[config.mk]
export PLATFORM = sky130hd
export DESIGN_NAME = pwm_ramp_ctrl
export DESIGN_NICKNAME = d
export VERILOG_FILES = /design/src/rtl/pwm_ramp_ctrl.sv
export SDC_FILE = /design/constraint.sdc
export NUM_CORES = 1
export LEC_CHECK = 0
export ABC_CLOCK_PERIOD_IN_PS = 3800
export CAP_MARGIN = 10
export CORE_MARGIN = 1.5
export CORE_UTILIZATION = 60
export CTS_BUF_LIST = sky130_fd_sc_hd__clkbuf_8
export DETAILED_ROUTE_END_ITERATION = 10
export GPL_TIMING_DRIVEN = 0
export PLACE_DENSITY_LB_ADDON = 0.12
export SLEW_MARGIN = 30
export SYNTH_ARGS = -nofsm -noshare
export SYNTH_HDL_FRONTEND = slang
export SYNTH_SLANG_ARGS = --single-unit
[constraint.sdc]
create_clock -name clk -period 3.8 [get_ports clk]
set_clock_uncertainty 0.1 [all_clocks]
set_input_delay 0.76 -clock clk [delete_from_list [all_inputs] [get_ports clk]]
set_output_delay 0.76 -clock clk [all_outputs]
set_load 0.005 [all_outputs]
[src/rtl/pwm_ramp_ctrl.sv]
// pwm_ramp_ctrl: slew-rate limiter and direction sequencer feeding a pwm lo[7:0].
// The applied duty walks one LSB every STEP_DIV clocks toward the captured
// target. A direction change first brakes the duty to zero, then holds zero
// for DEAD_CYC clocks, and only then flips lo[7].
// Optional emergency stop: define PWM_RAMP_ESTOP_EN to add the estop port.
module pwm_ramp_ctrl #(
  parameter int STEP_DIV = 1000,
  parameter int DEAD_CYC = 5000,
  parameter int DUTY_MAX = 127
) (
  input  logic       clk,
  input  logic       cl,
  input  logic       en,
  input  logic [7:0] cmd,
  input  logic       cmd_vld,
`ifdef PWM_RAMP_ESTOP_EN
  input  logic       estop,
`endif
  output logic [7:0] lo,
  output logic       at_target,
  output logic       busy
);

  localparam int SW = (STEP_DIV > 1) ? $clog2(STEP_DIV) : 1;
  localparam int DW = (DEAD_CYC > 1) ? $clog2(DEAD_CYC) : 1;
  localparam logic [6:0] CLIP = 7'(DUTY_MAX);

  typedef enum logic [1:0] {S_TRACK, S_BRAKE, S_DEAD} state_t;

  state_t        r_state;
  logic [7:0]    r_lo;
  logic          r_tdir;
  logic [6:0]    r_tmag;
  logic [SW-1:0] r_step_cnt;
  logic [DW-1:0] r_dead_cnt;
  // Set by an emergency stop: the following DEAD must run to completion and
  // must not flip the direction.
  logic          r_eflag;

  logic       w_estop;
  logic [6:0] w_lo_mag;
  logic [6:0] w_cmd_mag;
  logic       w_rev;
  logic [6:0] w_goal;
  logic       w_pend;
  logic       w_up;
  logic       w_step_exp;
  logic       w_dead_exp;

`ifdef PWM_RAMP_ESTOP_EN
  assign w_estop = estop;
`else
  assign w_estop = 1'b0;
`endif

  assign w_lo_mag  = r_lo[6:0];
  assign w_cmd_mag = (cmd[6:0] > CLIP) ? CLIP : cmd[6:0];

  // A reversal is wanted when the target points the other way with a nonzero
  // magnitude. While that holds, the duty is driven toward zero; otherwise it
  // is driven toward the target. Any state change only redirects a count that
  // is already running, so the first step lands STEP_DIV clocks after capture.
  assign w_rev      = (r_tdir != r_lo[7]) && (r_tmag != 7'd0);
  assign w_goal     = w_rev ? 7'd0 : r_tmag;
  assign w_pend     = (w_lo_mag != w_goal) && !((r_state == S_DEAD) && r_eflag);
  assign w_up       = (w_lo_mag < w_goal);
  assign w_step_exp = (r_step_cnt == SW'(STEP_DIV - 1));
  assign w_dead_exp = (r_dead_cnt == DW'(DEAD_CYC - 1));

  assign lo        = r_lo;
  assign at_target = (r_state == S_TRACK) && (w_lo_mag == r_tmag) && (r_lo[7] == r_tdir);
  assign busy      = (r_state == S_BRAKE) || (r_state == S_DEAD);

  // Target capture: independent of en, overridden by an emergency stop.
  always_ff @(posedge clk or posedge cl) begin
    if (cl) begin
      r_tdir <= 1'b0;
      r_tmag <= 7'd0;
    end else if (w_estop) begin
      r_tmag <= 7'd0;
    end else if (cmd_vld) begin
      r_tdir <= cmd[7];
      r_tmag <= w_cmd_mag;
    end
  end

  // Sequencer: step timer, duty stepping, brake/dead/track transitions.
  always_ff @(posedge clk or posedge cl) begin
    if (cl) begin
      r_state    <= S_TRACK;
      r_lo       <= 8'h00;
      r_step_cnt <= '0;
      r_dead_cnt <= '0;
      r_eflag    <= 1'b0;
    end else if (w_estop) begin
      r_lo[6:0]  <= 7'd0;
      r_state    <= S_DEAD;
      r_step_cnt <= '0;
      r_dead_cnt <= '0;
      r_eflag    <= 1'b1;
    end else if (en) begin
      // The step timer runs only while a step is pending. When it expires it
      // wraps and the step is applied. Targets captured on this same edge are
      // not yet visible, so an expiry always acts on the previous target.
      if (w_pend) begin
        if (w_step_exp) begin
          r_step_cnt <= '0;
          r_lo[6:0]  <= w_up ? (w_lo_mag + 7'd1) : (w_lo_mag - 7'd1);
        end else begin
          r_step_cnt <= r_step_cnt + SW'(1);
        end
      end else begin
        r_step_cnt <= '0;
      end

      case (r_state)
        S_TRACK: begin
          if (w_rev) r_state <= S_BRAKE;
        end
        S_BRAKE: begin
          // Lasts exactly one cycle when the duty is already zero.
          if (!w_rev) begin
            r_state <= S_TRACK;
          end else if (w_lo_mag == 7'd0) begin
            r_state    <= S_DEAD;
            r_dead_cnt <= '0;
          end
        end
        S_DEAD: begin
          if (!w_rev && !r_eflag) begin
            // Reversal cancelled: resume tracking in the present direction.
            r_state    <= S_TRACK;
            r_dead_cnt <= '0;
          end else if (w_dead_exp) begin
            if (!r_eflag) r_lo[7] <= r_tdir;
            r_state    <= S_TRACK;
            r_dead_cnt <= '0;
            r_eflag    <= 1'b0;
          end else begin
            r_dead_cnt <= r_dead_cnt + DW'(1);
          end
        end
        default: r_state <= S_TRACK;
      endcase
    end
  end

endmodule

After elaboration in Yosys (flattened, before gate mapping). Index checks and enable logic that the tools add are counted.

Register bits: 41. Bits in latches: 0. Bits in writable memories: 0. ROM bits: 0. Bits of input ports: 12. Output and inout bits: 10. Word-level logic and storage cells: 55. Memories: 0.

$add $sub $neg: 4. Multiply operators: 0. Div/mod/pow operators: 0. Magnitude comparators: 2. Equality and inequality tests: 13. Shifts and indexed selects: 0. Multiplexer cells: 16. Bitwise gates (word level): 0. Reductions and logical operators: 13.

Operators by type and width (count): 13-bit two-way mux (4); 13-bit one-hot mux with 2 select lines (1); 7-bit two-way mux (3); 10-bit two-way mux (2); 13-bit by 1-bit adder with 13-bit output (second input constant) (1); 13-bit == test (second input constant) (1); 4-bit AND reduction (3); 10-bit by 1-bit adder with 10-bit output (second input constant) (1); 10-bit == test (second input constant) (1); 2-bit two-way mux (5); 7-bit by 1-bit adder with 7-bit output (second input constant) (1); 7-bit == test (1); 7-bit greater-than comparator (second input constant) (1); 7-bit logical NOT (1); 7-bit less-than comparator (1); 7-bit != test (1); 7-bit nonzero test (1); 7-bit by 1-bit subtractor with 7-bit output (second input constant) (1); 3-bit by 2-bit != test with 1-bit output (second input constant) (2); 2-bit one-hot mux with 3 select lines (1); 2-bit != test (second input constant) (2); 1-bit logical AND (3); 3-bit AND reduction (1); 2-bit by 1-bit == test with 1-bit output (second input constant) (1); 8 further kinds (8).

Longest topological paths before layout.
Depth in word-level cells: 5. Mapped depth: 13. Depth with buffers taken out: 13.

Worst setup path before layout. Ideal clock, no wire load.

Path type: register to register. Start point: register r_lo[7], in the netlist lo[7]. End point: register r_lo[6], in the netlist lo[6]. Library setup time: 0.129 ns. Arrival: 3.320 ns. Required time: 3.571 ns. Slack: 0.250 ns. Cell stages (with the launch flop): 14. Clock period less this slack: 3.550 ns. Path through: dfrtp_1 xnor2_1 nand2_1 ha_1 nor2b_1 a221oi_1 o21ai_0 ha_1 a211oi_1 o21bai_1 a21oi_1 xnor2_1 nand3_1 xnor2_1.

Longest elaborated chain between the ends: 5. Elaborated cells on any way between the ends: 7. Classes of those cells: 1 x order compare; 2 x eq/ne; 2 x mux; 2 x reduce/logical.

RTL lines: from (decl) (line 31) `logic [7:0] r_lo;`; from (signal assigned) (line 135) `if (!r_eflag) r_lo[7] <= r_tdir;`; 1-bit != test * (line 63) `assign w_rev = (r_tdir != r_lo[7]) && (r_tmag != 7'd0);`; 1-bit logical AND * (line 63); 7-bit two-way mux * (line 64) `assign w_goal = w_rev ? 7'd0 : r_tmag;`; 7-bit less-than comparator / 7-bit != test (equally long branches) (line 66, 65); 7-bit two-way mux / 3-bit AND reduction (equally long branches).

Every way passes the cells marked *; elsewhere a longest branch is shown, timed or not. A chain may end at the register's enable or synchronous reset.

Worst setup path in the final report. Same ends and word-level chain as after synthesis.

==> flow_summary.toml <==
[outcome]
status = "finished clean"

[logic_synthesis]
synth.avg_cell_area_um2 = 9.626
synth_edf_count = 0
yosysSeqAreaShare = 0.4037
postSynthCellCount = 264
synth_seq_cells = 41
yosys_warnings = 0
async_reset_ff_frac = 1.000
syn_nets = 295
synth.distinct_cells = 46
synthFlopType = "dfrtp_1"
netlist_area_mm2 = 0.002541

[placement]
io_buffer_count = 19
place.gp.congestion = 0.7907
hpwl_um = 3774

[grt]
grt_pass1_vias = 1967
grtUsageTotal = 0.2559
grt_max_degree = 26
grt_pass1_wl_um = 9039
antenna_found_initial = 0
globalRoute.totalOverflow = 0

[timing]
setup_viol_count_final = 0
drv_slew = 0
hold_slack_ps = 405.3
tightest_slew_ps = 502.8
slew_headroom = 0.6648
period_share = 0.9090
fin_crit_ps = 3454
rsz0062_at_grt = "false"
clock.fmax_mhz = 289.5
finalHoldViolCount = 0

[detailed_routing]
drt_wl_total_um = 5182
drc = 0
wire_per_inst_um = 15.15
vias_per_cell = 6.035
drt-pass1-iter-count = 4
vias = 2064
drt_iter0_markers = 235
ant_nets = 0

[worst_setup_path]
path_class = "flop to flop"
start_kind = "flop"
cpPeakStageDelay_ps = 450
cp.required_ps = 3880
rr_endpoint = "lo[6]"
end_kind = "flop"
endpoint = "lo[6]"
crit_path_cell_trace = "xnor2_4, nand2_1, ha_1, nor2b_1, a221oi_1, o21ai_2, fa_1, a211oi_1, o21bai_1, a21oi_1, xnor2_1, nand3_1, xnor2_1"
r2r_start = "lo[7]"
worst-path-buf-inv = 0
path_depth = 13
worstPathMaxFanout = 9
startpoint = "lo[7]"
cp_slowest_cell = "dfrtp_1"
crit_family = "compound AO/OA/AOI/OAI gates"
rr_worst_depth = 13
cp_common_cell = "xnor2_1"
crit_arrival_ps = 3530
r2r_slack_ps = 350

[pwr]
pwr-share-comb = 0.253
switchingPower_mw = 0.3464
p_leak_nw = 1.258
seqPwrFrac = 0.464
swShare = 0.3103
internal_power_mw = 0.7701
ir_drop_uv = 301.8
total_power_mw = 1.117
power_density_mw_per_mm2 = 380.0
power.share.clock = 0.283

[cts]
clock_latency_ps = 290
hold_buffers = 0
clk_pin_slew_ps = 80
cts_max_level = 2
clock-sinks = 41
cts_tree = "yes"
cts_buffers = 5
cts-root-buf = "clkbuf_8"
clockBufferDepth = 2
postCtsSetupRepairBufs = 0

[floorplanning]
io_pins = 22
die_area_mm2 = 0.004635
start_util = 0.6307
core_area_mm2 = 0.004029
dieWidth_um = 68.08
rows = 23
die_h_um = 68.08

[worst_hold_path]
whs_path_depth = 1
hp-class = "flop to flop"

[cells_and_area]
area.sequential_mm2 = 0.001026
n_antenna_cell = 0
fillers = 313
syn2layout_area_growth_pct = 15.61
layout_common_cells = "dfrtp_1 (41), o21ai_0 (34), nand2_1 (32), clkdlybuf4s50_1 (19), ha_1 (18)"
fin_nets = 322
multi_input_area_mm2 = 0.001469
layout-drive-gt1-share = 0.1096
final_common_cell = "dfrtp_1"

[job]
maxCapViolations = 0
==> layer usage <==
layer / track usage / vias to the layer above / share of wire
met5: 0 / - / 0
met4: 0.07250 / 0 / 0.010
met3: 0.04934 / 6 / 0.041
met2: 0.4454 / 43 / 0.50
met1: 0.3225 / 1001 / 0.45
li1: - / 1014 / -
==> per-stage QoR <==
step | instance area [um^2] | worst slack [ps] | TNS (ps) | instances | utilization
floorplan | 2541 | 250.3 | 0 | 264 | -
global placement | 2794 | -281.9 | -485.8 | 333 | 0.6935
detailed placement | 2814 | 3.038 | 0 | 334 | 0.6984
CTS | 2923 | 165.8 | 0 | 342 | 0.7255
global route | 2938 | 67.00 | 0 | 342 | 0.7292
finish | 2938 | 345.9 | 0 | 342 | 0.7292
==> cells in the mapped netlist (2+ instances only) <==
| cell | instances | area, um^2 |
|---|---|---|
| a211oi_1 | 2 | 15.01 |
| a21o_1 | 2 | 15.01 |
| a21oi_1 | 6 | 30.03 |
| a22o_1 | 2 | 17.52 |
| and3_1 | 6 | 37.54 |
| clkbuf_1 | 4 | 15.01 |
| dfrtp_1 | 41 | 1026 |
| ha_1 | 18 | 225.2 |
| inv_1 | 10 | 37.54 |
| mux2_2 | 10 | 112.6 |
| nand2_1 | 32 | 120.1 |
| nand2b_1 | 2 | 12.51 |
| nand3_1 | 13 | 65.06 |
| nand4_1 | 6 | 37.54 |
| nand4b_1 | 2 | 17.52 |
| nor2_1 | 10 | 37.54 |
| nor2b_1 | 6 | 37.54 |
| nor3_1 | 5 | 25.02 |
| nor4b_1 | 2 | 17.52 |
| o21ai_0 | 35 | 175.2 |
| o21bai_1 | 2 | 15.01 |
| o31ai_1 | 8 | 60.06 |
| o41ai_2 | 3 | 48.80 |
| xnor2_1 | 14 | 122.6 |
| xor2_1 | 2 | 17.52 |
==> worst min path at each step <==
stage                              start        endpoint  slack [ps]
after floorplan           r_dead_cnt[12]  r_dead_cnt[12]         340
after global placement    r_dead_cnt[12]  r_dead_cnt[12]         380
after detailed placement   r_step_cnt[9]   r_step_cnt[9]         390
after CTS                  r_step_cnt[9]   r_step_cnt[9]         400
after global routing       r_step_cnt[9]   r_step_cnt[9]         430
final                      r_step_cnt[0]   r_step_cnt[0]         410
==> registers in the layout (all words and copies together) (netlist names) <==
register and cells:
lo 8, r_step_cnt 10, r_tmag 7, r_tdir 1, r_dead_cnt 13, r_state 2
==> kinds of logic (layout without fill, tap and decap cells) <==
logic type,after synthesis,in the layout,synth area share
muxes,11,11,0.04825
DFF,41,41,0.4037
xor gates and xnor gates,16,16,0.05515
and+or+nand+nor,96,96,0.2019
AOI/OAI and AO/OA,65,65,0.1674
adders and majority gates,19,19,0.09651
buffers and inverters,16,44,0.02708
==> what timing repair did <==
action	4_1_cts	5_1_grt
pin swaps	0	0
resized for setup	1	2
setup endpoints to repair	1	1
==> cell type report <==
type,instances,share of cell area
Multi-Input combinational cell,207,0.5000
Sequential cell,41,0.3492
Timing Repair Buffer,20,0.07155
Clock buffer,7,0.03279
Tap cell,50,0.02129
Inverter,10,0.01278
Buffer,6,0.01065
Clock inverter,1,0.001704
==> power by group through the flow <==
stage	Clock, mW	Combinational [mW]	Sequential [mW]
after CTS	0.320	0.283	0.517
final	0.316	0.282	0.518
after global placement	0	0.267	0.524
after floorplan	0	0.199	0.515
after detailed placement	0	0.280	0.526
after global routing	0.334	0.318	0.525
Note: power is estimated with default switching activity, not from simulation.
